--- src/rtl/disp_pkg.sv ---
`default_nettype none
// ============================================================================
// Package     : disp_pkg
// Description : Shared definitions for the 7-segment scan controller:
//               default digit count, hex glyph table and FSM state encoding.
//               Glyph bit order is {a,b,c,d,e,f,g}, active high.
// Revision    : 1.0 - initial release
// ============================================================================
package disp_pkg;

    localparam int NUM_DIG_DEF = 6;

    localparam logic [6:0] GLYPH_0 = 7'b1111110;
    localparam logic [6:0] GLYPH_1 = 7'b0110000;
    localparam logic [6:0] GLYPH_2 = 7'b1101101;
    localparam logic [6:0] GLYPH_3 = 7'b1111001;
    localparam logic [6:0] GLYPH_4 = 7'b0110011;
    localparam logic [6:0] GLYPH_5 = 7'b1011011;
    localparam logic [6:0] GLYPH_6 = 7'b1011111;
    localparam logic [6:0] GLYPH_7 = 7'b1110000;
    localparam logic [6:0] GLYPH_8 = 7'b1111111;
    localparam logic [6:0] GLYPH_9 = 7'b1111011;
    localparam logic [6:0] GLYPH_A = 7'b1110111;
    localparam logic [6:0] GLYPH_B = 7'b0011111;
    localparam logic [6:0] GLYPH_C = 7'b1001110;
    localparam logic [6:0] GLYPH_D = 7'b0111101;
    localparam logic [6:0] GLYPH_E = 7'b1001111;
    localparam logic [6:0] GLYPH_F = 7'b1000111;

    typedef enum logic [1:0] {
        ST_IDLE  = 2'd0,
        ST_BLANK = 2'd1,
        ST_DRIVE = 2'd2
    } state_t;

endpackage : disp_pkg
`default_nettype wire

--- src/rtl/disp_scan_ctrl_if.sv ---
`default_nettype none
// ============================================================================
// Interface   : disp_scan_ctrl_if
// Description : Bundle between the counter datapath and the display scanner.
//   i_enb        display enable
//   i_dig_data   packed nibbles, nibble k = digit k (digit 0 rightmost)
//   i_dp_mask    per-digit decimal point
//   i_blink_mask per-digit blink enable
//   i_blank_lz   leading-zero blanking enable
//   o_seg_enb    one-hot digit select (all zero = dark)
//   o_seg        segments {a,b,c,d,e,f,g}
//   o_seg_dp     decimal point
//   Modports: master = datapath side, slave = scan controller.
// Revision    : 1.0 - initial release
// ============================================================================
interface disp_scan_ctrl_if #(
    parameter int NUM_DIG = 6
);
    logic                   i_enb;
    logic [4*NUM_DIG-1:0]   i_dig_data;
    logic [NUM_DIG-1:0]     i_dp_mask;
    logic [NUM_DIG-1:0]     i_blink_mask;
    logic                   i_blank_lz;
    logic [NUM_DIG-1:0]     o_seg_enb;
    logic                   o_seg_dp;
    logic [6:0]             o_seg;

    modport master (
        output i_enb, i_dig_data, i_dp_mask, i_blink_mask, i_blank_lz,
        input  o_seg_enb, o_seg_dp, o_seg
    );

    modport slave (
        input  i_enb, i_dig_data, i_dp_mask, i_blink_mask, i_blank_lz,
        output o_seg_enb, o_seg_dp, o_seg
    );
endinterface : disp_scan_ctrl_if
`default_nettype wire

--- src/rtl/seg7_hex_dec.sv ---
`default_nettype none
// ============================================================================
// Module      : seg7_hex_dec
// Description : Combinational hex nibble to 7-segment glyph decoder.
//   nib_i  [3:0]  nibble 0..F
//   seg_o  [6:0]  active-high segments {a,b,c,d,e,f,g}
// Revision    : 1.0 - initial release
// ============================================================================
module seg7_hex_dec
    import disp_pkg::*;
(
    input  logic [3:0] nib_i,
    output logic [6:0] seg_o
);

    always_comb begin
        seg_o = GLYPH_0;
        case (nib_i)
            4'h0: seg_o = GLYPH_0;
            4'h1: seg_o = GLYPH_1;
            4'h2: seg_o = GLYPH_2;
            4'h3: seg_o = GLYPH_3;
            4'h4: seg_o = GLYPH_4;
            4'h5: seg_o = GLYPH_5;
            4'h6: seg_o = GLYPH_6;
            4'h7: seg_o = GLYPH_7;
            4'h8: seg_o = GLYPH_8;
            4'h9: seg_o = GLYPH_9;
            4'hA: seg_o = GLYPH_A;
            4'hB: seg_o = GLYPH_B;
            4'hC: seg_o = GLYPH_C;
            4'hD: seg_o = GLYPH_D;
            4'hE: seg_o = GLYPH_E;
            4'hF: seg_o = GLYPH_F;
            default: seg_o = GLYPH_0;
        endcase
    end

endmodule : seg7_hex_dec
`default_nettype wire

--- src/rtl/disp_scan_ctrl.sv ---
`default_nettype none
// ============================================================================
// Module      : disp_scan_ctrl
// Description : Time-multiplexed scan controller for a multi-digit 7-segment
//               display. Each digit slot is SCAN_DIV clocks: BLANK_CYC dark
//               clocks (anti-ghosting) then the digit is driven. Inputs are
//               snapshotted once per frame so a frame never shows torn data.
//   clk    system clock
//   rst_n  asynchronous active-low reset
//   bus    disp_scan_ctrl_if.slave (enable, data, masks in; digit drive out)
// Revision    : 1.0 - initial release
// ============================================================================
module disp_scan_ctrl
    import disp_pkg::*;
#(
    parameter int NUM_DIG      = NUM_DIG_DEF,
    parameter int SCAN_DIV     = 50000,
    parameter int BLANK_CYC    = 500,
    parameter int BLINK_FRAMES = 83
) (
    input  logic            clk,
    input  logic            rst_n,
    disp_scan_ctrl_if.slave bus
);

    localparam int SLOT_W  = (SCAN_DIV > 1) ? $clog2(SCAN_DIV) : 1;
    localparam int DIG_W   = (NUM_DIG > 1) ? $clog2(NUM_DIG) : 1;
    localparam int BLINK_W = (BLINK_FRAMES > 1) ? $clog2(BLINK_FRAMES) : 1;

    localparam logic [SLOT_W-1:0]  SLOT_LAST  = SLOT_W'(SCAN_DIV - 1);
    localparam logic [SLOT_W-1:0]  BLANK_LAST = SLOT_W'(BLANK_CYC - 1);
    localparam logic [DIG_W-1:0]   DIG_LAST   = DIG_W'(NUM_DIG - 1);
    localparam logic [BLINK_W-1:0] BLINK_LAST = BLINK_W'(BLINK_FRAMES - 1);

    state_t                 state_q;
    logic [SLOT_W-1:0]      slot_cnt_q;
    logic [DIG_W-1:0]       digit_q;
    logic [BLINK_W-1:0]     blink_cnt_q;
    logic                   blink_phase_q;

    logic [4*NUM_DIG-1:0]   snap_data_q;
    logic [NUM_DIG-1:0]     snap_dp_q;
    logic [NUM_DIG-1:0]     snap_blink_q;
    logic                   snap_lz_q;

    logic [NUM_DIG-1:0]     seg_enb_q;
    logic [6:0]             seg_q;
    logic                   seg_dp_q;

    logic [NUM_DIG-1:0]     seg_enb_d;
    logic [6:0]             seg_d;
    logic                   seg_dp_d;

    logic [3:0]             nib_sel;
    logic                   dp_sel;
    logic                   blink_sel;
    logic                   lz_sel;
    logic [NUM_DIG-1:0]     lz_blank;
    logic                   zero_above;
    logic [6:0]             glyph;

    // A digit is leading-zero blank when it and every higher digit are zero.
    // Scanning from the top keeps a running "all zero so far" flag; digit 0
    // is excluded so a zero value still shows a single "0".
    always_comb begin
        zero_above = 1'b1;
        lz_blank   = '0;
        for (int k = NUM_DIG - 1; k >= 1; k--) begin
            zero_above  = zero_above & (snap_data_q[4*k +: 4] == 4'h0);
            lz_blank[k] = zero_above & snap_lz_q;
        end
    end

    // Per-digit attribute mux driven by the current digit index.
    always_comb begin
        nib_sel   = 4'h0;
        dp_sel    = 1'b0;
        blink_sel = 1'b0;
        lz_sel    = 1'b0;
        for (int k = 0; k < NUM_DIG; k++) begin
            if (digit_q == DIG_W'(k)) begin
                nib_sel   = snap_data_q[4*k +: 4];
                dp_sel    = snap_dp_q[k];
                blink_sel = snap_blink_q[k];
                lz_sel    = lz_blank[k];
            end
        end
    end

    seg7_hex_dec u_dec (
        .nib_i (nib_sel),
        .seg_o (glyph)
    );

    // Blink-dark digits keep their select asserted but show nothing, so the
    // scan timing (and thus brightness of the other digits) is unchanged.
    always_comb begin
        seg_enb_d = '0;
        seg_d     = '0;
        seg_dp_d  = 1'b0;
        if (state_q == ST_DRIVE) begin
            seg_enb_d = NUM_DIG'(1) << digit_q;
            if (!(blink_sel && blink_phase_q)) begin
                seg_d    = lz_sel ? 7'd0 : glyph;
                seg_dp_d = dp_sel;
            end
        end
    end

    always_ff @(posedge clk or negedge rst_n) begin
        if (!rst_n) begin
            state_q       <= ST_IDLE;
            slot_cnt_q    <= '0;
            digit_q       <= '0;
            blink_cnt_q   <= '0;
            blink_phase_q <= 1'b0;
            snap_data_q   <= '0;
            snap_dp_q     <= '0;
            snap_blink_q  <= '0;
            snap_lz_q     <= 1'b0;
            seg_enb_q     <= '0;
            seg_q         <= '0;
            seg_dp_q      <= 1'b0;
        end else if (!bus.i_enb) begin
            // Blink counters survive a disable so blinking stays in rhythm.
            state_q    <= ST_IDLE;
            slot_cnt_q <= '0;
            digit_q    <= '0;
            seg_enb_q  <= '0;
            seg_q      <= '0;
            seg_dp_q   <= 1'b0;
        end else begin
            // Outputs reflect the state/slot of the cycle just ending.
            seg_enb_q <= seg_enb_d;
            seg_q     <= seg_d;
            seg_dp_q  <= seg_dp_d;

            case (state_q)
                ST_IDLE: begin
                    state_q      <= ST_BLANK;
                    slot_cnt_q   <= '0;
                    digit_q      <= '0;
                    snap_data_q  <= bus.i_dig_data;
                    snap_dp_q    <= bus.i_dp_mask;
                    snap_blink_q <= bus.i_blink_mask;
                    snap_lz_q    <= bus.i_blank_lz;
                end
                ST_BLANK: begin
                    slot_cnt_q <= slot_cnt_q + 1'b1;
                    if (slot_cnt_q == BLANK_LAST) begin
                        state_q <= ST_DRIVE;
                    end
                end
                ST_DRIVE: begin
                    if (slot_cnt_q == SLOT_LAST) begin
                        slot_cnt_q <= '0;
                        state_q    <= ST_BLANK;
                        if (digit_q == DIG_LAST) begin
                            // Frame wrap: new snapshot and blink bookkeeping.
                            digit_q      <= '0;
                            snap_data_q  <= bus.i_dig_data;
                            snap_dp_q    <= bus.i_dp_mask;
                            snap_blink_q <= bus.i_blink_mask;
                            snap_lz_q    <= bus.i_blank_lz;
                            if (blink_cnt_q == BLINK_LAST) begin
                                blink_cnt_q   <= '0;
                                blink_phase_q <= ~blink_phase_q;
                            end else begin
                                blink_cnt_q <= blink_cnt_q + 1'b1;
                            end
                        end else begin
                            digit_q <= digit_q + 1'b1;
                        end
                    end else begin
                        slot_cnt_q <= slot_cnt_q + 1'b1;
                    end
                end
                default: begin
                    state_q <= ST_IDLE;
                end
            endcase
        end
    end

    assign bus.o_seg_enb = seg_enb_q;
    assign bus.o_seg     = seg_q;
    assign bus.o_seg_dp  = seg_dp_q;

endmodule : disp_scan_ctrl
`default_nettype wire
--- src/flat_wrapper.sv ---
// flat-port wrapper written by rule: the top's interface ports become plain ports
module disp_scan_ctrl_flat import disp_pkg::*;
#(
    parameter int NUM_DIG      = NUM_DIG_DEF,
    parameter int SCAN_DIV     = 50000,
    parameter int BLANK_CYC    = 500,
    parameter int BLINK_FRAMES = 83
)
  (clk, rst_n, bus_i_enb, bus_i_dig_data, bus_i_dp_mask, bus_i_blink_mask, bus_i_blank_lz, bus_o_seg_enb, bus_o_seg_dp, bus_o_seg);
  disp_scan_ctrl_if #(.NUM_DIG(NUM_DIG)) bus_i ();
  input  logic clk;
  input  logic rst_n;
  input wire logic [$bits(bus_i.i_enb)-1:0] bus_i_enb;
  input wire logic [$bits(bus_i.i_dig_data)-1:0] bus_i_dig_data;
  input wire logic [$bits(bus_i.i_dp_mask)-1:0] bus_i_dp_mask;
  input wire logic [$bits(bus_i.i_blink_mask)-1:0] bus_i_blink_mask;
  input wire logic [$bits(bus_i.i_blank_lz)-1:0] bus_i_blank_lz;
  output wire logic [$bits(bus_i.o_seg_enb)-1:0] bus_o_seg_enb;
  output wire logic [$bits(bus_i.o_seg_dp)-1:0] bus_o_seg_dp;
  output wire logic [$bits(bus_i.o_seg)-1:0] bus_o_seg;
  assign bus_i.i_enb = bus_i_enb;
  assign bus_i.i_dig_data = bus_i_dig_data;
  assign bus_i.i_dp_mask = bus_i_dp_mask;
  assign bus_i.i_blink_mask = bus_i_blink_mask;
  assign bus_i.i_blank_lz = bus_i_blank_lz;
  assign bus_o_seg_enb = bus_i.o_seg_enb;
  assign bus_o_seg_dp = bus_i.o_seg_dp;
  assign bus_o_seg = bus_i.o_seg;
  disp_scan_ctrl #(.NUM_DIG(NUM_DIG), .SCAN_DIV(SCAN_DIV), .BLANK_CYC(BLANK_CYC), .BLINK_FRAMES(BLINK_FRAMES)) u_core (.clk(clk), .rst_n(rst_n), .bus(bus_i));
endmodule
--- config.mk ---
export PLATFORM = sky130hd
export DESIGN_NAME = disp_scan_ctrl_flat
export DESIGN_NICKNAME = d
export VERILOG_FILES = /design/src/rtl/disp_pkg.sv /design/src/rtl/disp_scan_ctrl_if.sv /design/src/rtl/seg7_hex_dec.sv /design/src/rtl/disp_scan_ctrl.sv /design/src/flat_wrapper.sv
export SDC_FILE = /design/constraint.sdc
export NUM_CORES = 1
export LEC_CHECK = 0
export CORE_MARGIN = 2
export CORE_UTILIZATION = 50
export CTS_CLUSTER_SIZE = 28
export DETAILED_ROUTE_END_ITERATION = 16
export HOLD_SLACK_MARGIN = 0.08
export PLACE_DENSITY_LB_ADDON = 0.15
export REMOVE_ABC_BUFFERS = 1
export SLEW_MARGIN = 20
export SYNTH_ARGS = -nofsm -noshare
export SYNTH_HDL_FRONTEND = slang
export SYNTH_SLANG_ARGS = --single-unit
export TNS_END_PERCENT = 5
--- constraint.sdc ---
create_clock -name clk -period 4.2 [get_ports clk]
set_input_delay 0.84 -clock clk [delete_from_list [all_inputs] [get_ports clk]]
set_output_delay 0.84 -clock clk [all_outputs]
set_load 0.05 [all_outputs]
==> results.yml <==
layout:
  nFillCells: 672
  layout.cells.non_filler: 538
  finalCoreUtilization_pct: 61.2
  final_cell_mix: "80 x dfrtp_1, 52 x clkdlybuf4s50_1, 30 x mux2_4"
  final_nets: 483
  layout_commonest_cell: "dfrtp_1"
  antenna_cells: 0
  synthToLayoutAreaGrowth_pct: 18.6
  fin_area_um2: 5030
  layout-drive-gt1-share_pct: 16.2
synth:
  async_flop_share_pct: 100
  synth-seq-area-share_pct: 47.2
  synthMuxAreaShare_pct: 15.6
  syn-cell-area_um2: 4240
  synth_adder_area_share_pct: 4.13
  synth_top_family_by_area: "multiplexers"
  synth-warning-count: 0
  synthSimpleGateAreaFrac_pct: 15.0
  synth_cell_type_count: 62
  ys.flop_type: "dfrtp_1"
  synthCells: 379
  synth_enable_flop_cells: 0
  synth-compound-area-share_pct: 12.9
  synth_area_per_cell_um2: 11.2
  synth_seq_cells: 80
  synth_xor_area_share_pct: 1.86
worst_setup_path:
  critPathArrivalTime_ps: 3300
  r2r_setup_slack_ps: 1160
  crit_chain: "and2_1 -> ha_1 -> mux2i_1 -> o21ai_0 -> inv_1 -> ha_1 -> mux2i_1 -> nand2_1 -> a21oi_1"
  cp.required_ps: 4460
  cpPeakStageDelay_ps: 650
  crit_type: "reg2reg"
  cp-end-kind: "register"
  slowest_stage: "dfrtp_1"
  crit_fanout: 17
  crit_path_start_kind: "register"
timing:
  hold_viol: 0
  worstMarginPinSlew_ps: 783
  rsz0062_at_grt: "false"
  setup_slack_ps: 1160
  slew_violations: 0
  fmax_ghz: 0.329
  clock_skew_ps: 13.7
  period_share_pct: 72.3
  fin_tns_setup_ps: 0
  setup_viol: 0
  relSlewSlack_pct: 47.7
  fin_crit_ps: 3040
clock_network:
  cts.sinks: 80
  cts_tree: "done"
  cts_buffer_depth: 2
  cts_made_buffers: 9
  post_cts_buffers: 0
  cts_resized: 0
  hold_buffers: 0
  root_buffer: "clkbuf_8"
  htreeDepth: 3
  clock_latency_ps: 350
  clk_pin_slew_worst_paths_ps: 80
place:
  placed_cell_area_um2: 4830
  pre_cts_ws_ps: 954
  io_buffers: 53
  routabilityCongestion: 0.773
  hpwl_um: 6060
  dpl.cell_count: 523
grt:
  grt_max_degree: 81
  grt_pass1_vias: 2912
  grt_use_total_pct: 20.5
  grt-ovfl-total: 0
  antenna_found_initial: 0
  grt_pass1_wl_um: 14500
pwr:
  powerDensity_nw_per_um2: 366
  power.leakage_nw: 2.24
  max-vdd-ir-drop_v: 0.000209
routing:
  viasPerCell: 5.74
  wirelength_um: 8820
  dr_total_vias: 3088
  dr.pass1.iters: 4
  wl_per_cell_um: 16.4
  ant_nets: 0
  drc_errors: 0
  drt_iter0_drc: 150
job:
  drv_cap: 0
floorplan:
  fp.coreArea_um2: 8220
  die_w_um: 96.1
  initial_core_util_pct: 51.6
  io_pins: 54
  die-area_um2: 9240
  die_h_um: 96.1
  placementRows: 33
run_status:
  status: "finished, final reports clean"
min_path:
  hold_class: "reg2reg"
## metal layers
metal / part of all wire (%) / track usage [%] / vias up
met5: 0 / 0 / -
met4: 1.3 / 7.26 / 0
met3: 4.2 / 3.68 / 10
met2: 45 / 29.8 / 92
met1: 49 / 30.6 / 1514
li1: - / - / 1472
## cells in the mapped netlist, types with 3 or more instances
library cell  count  share of area [%]
mux2i_1          10                2.4
o211a_1           3               0.71
nor2b_1           4               0.59
nand2_1          22                1.9
nand3_1          10                1.2
buf_2             6               0.71
nor2_1           29                2.6
o221a_2           3               0.80
nor4_1            6               0.89
a21oi_1           7               0.83
nor3_1            9                1.1
o31ai_1           3               0.53
o21ai_0          26                3.1
nand2b_1          6               0.89
mux2_4           30                 11
dfrtp_1          80                 47
xnor2_1           4               0.83
clkbuf_1          6               0.53
inv_1            13                1.2
a211oi_1          6                1.1
o22ai_1           4               0.59
and3_1            9                1.3
ha_1             14                4.1
nand4_1           4               0.59
xor2_1            5                1.0
mux2_2           10                2.7
buf_6             3               0.80
a31oi_1           7                1.0
## cell families after synthesis
family,after synthesis
buf+inv,29
xor+xnor,9
compound gates,79
mux,50
simple gates,118
flops,80
fa+ha+maj,14
## worst max-delay path: cells and delay by family (launching register included)
family	cells	cell delay [ps]
adder cells (fa/ha/maj)	2	760
AO/OA/AOI/OAI	2	730
flip-flops	1	650
multiplexers	2	350
AND/OR/NAND/NOR	2	270
buffers and inverters	1	200
## registers in the layout (all words and copies together), names as in the netlist
signal                flops
u_core.blink_cnt_q        7
u_core.blink_phase_q      1
u_core.bus.o_seg          7
u_core.bus.o_seg_dp       1
u_core.bus.o_seg_enb      6
u_core.digit_q            3
u_core.slot_cnt_q        16
u_core.snap_blink_q       6
u_core.snap_data_q       24
u_core.snap_dp_q          6
u_core.snap_lz_q          1
u_core.state_q            2
## metrics by stage
stage | hold slack, ps | total power [mW]
2_1_floorplan | 445 | 1.14
3_3_place_gp | 472 | 1.24
3_5_place_dp | 470 | 1.25
4_1_cts | 489 | 1.86
5_1_grt | 497 | 1.93
6_report | 490 | 1.84
## cell type report
class	count	area [µm²]	share of cell area, %
clock buffers	12	135	2.69
flip-flops and latches	80	2000	39.8
multi-input cells	270	2100	41.7
clock inverters	3	67.6	1.34
repair buffers	55	547	10.9
well taps	105	131	2.61
inverters	13	48.8	0.970
## where the power goes
group / total [mW] / internal (mW) / switching [mW]
Clock: 0.598 / 0.333 / 0.266
Sequential: 0.902 / 0.842 / 0.0591
Combinational: 0.344 / 0.195 / 0.148
Total: 1.84 / 1.37 / 0.473
## worst paths after layout
kind,to,cells after the start,start
worst max-delay path,u_core.bus.o_seg[3]$_DFF_PN0_,9,u_core.digit_q[1]$_DFFE_PN0P_
worst min-delay path,u_core.blink_cnt_q[6]$_DFFE_PN0P_,1,u_core.blink_cnt_q[6]$_DFFE_PN0P_
worst max register to register,u_core.bus.o_seg[3]$_DFF_PN0_,9,u_core.digit_q[1]$_DFFE_PN0P_
worst min register to register,u_core.blink_cnt_q[6]$_DFFE_PN0P_,1,u_core.blink_cnt_q[6]$_DFFE_PN0P_
max in group asynchronous,u_core.digit_q[0]$_DFFE_PN0P_,1,rst_n
min in group asynchronous,u_core.blink_cnt_q[0]$_DFFE_PN0P_,1,rst_n
(Power assumes the default switching activity.)
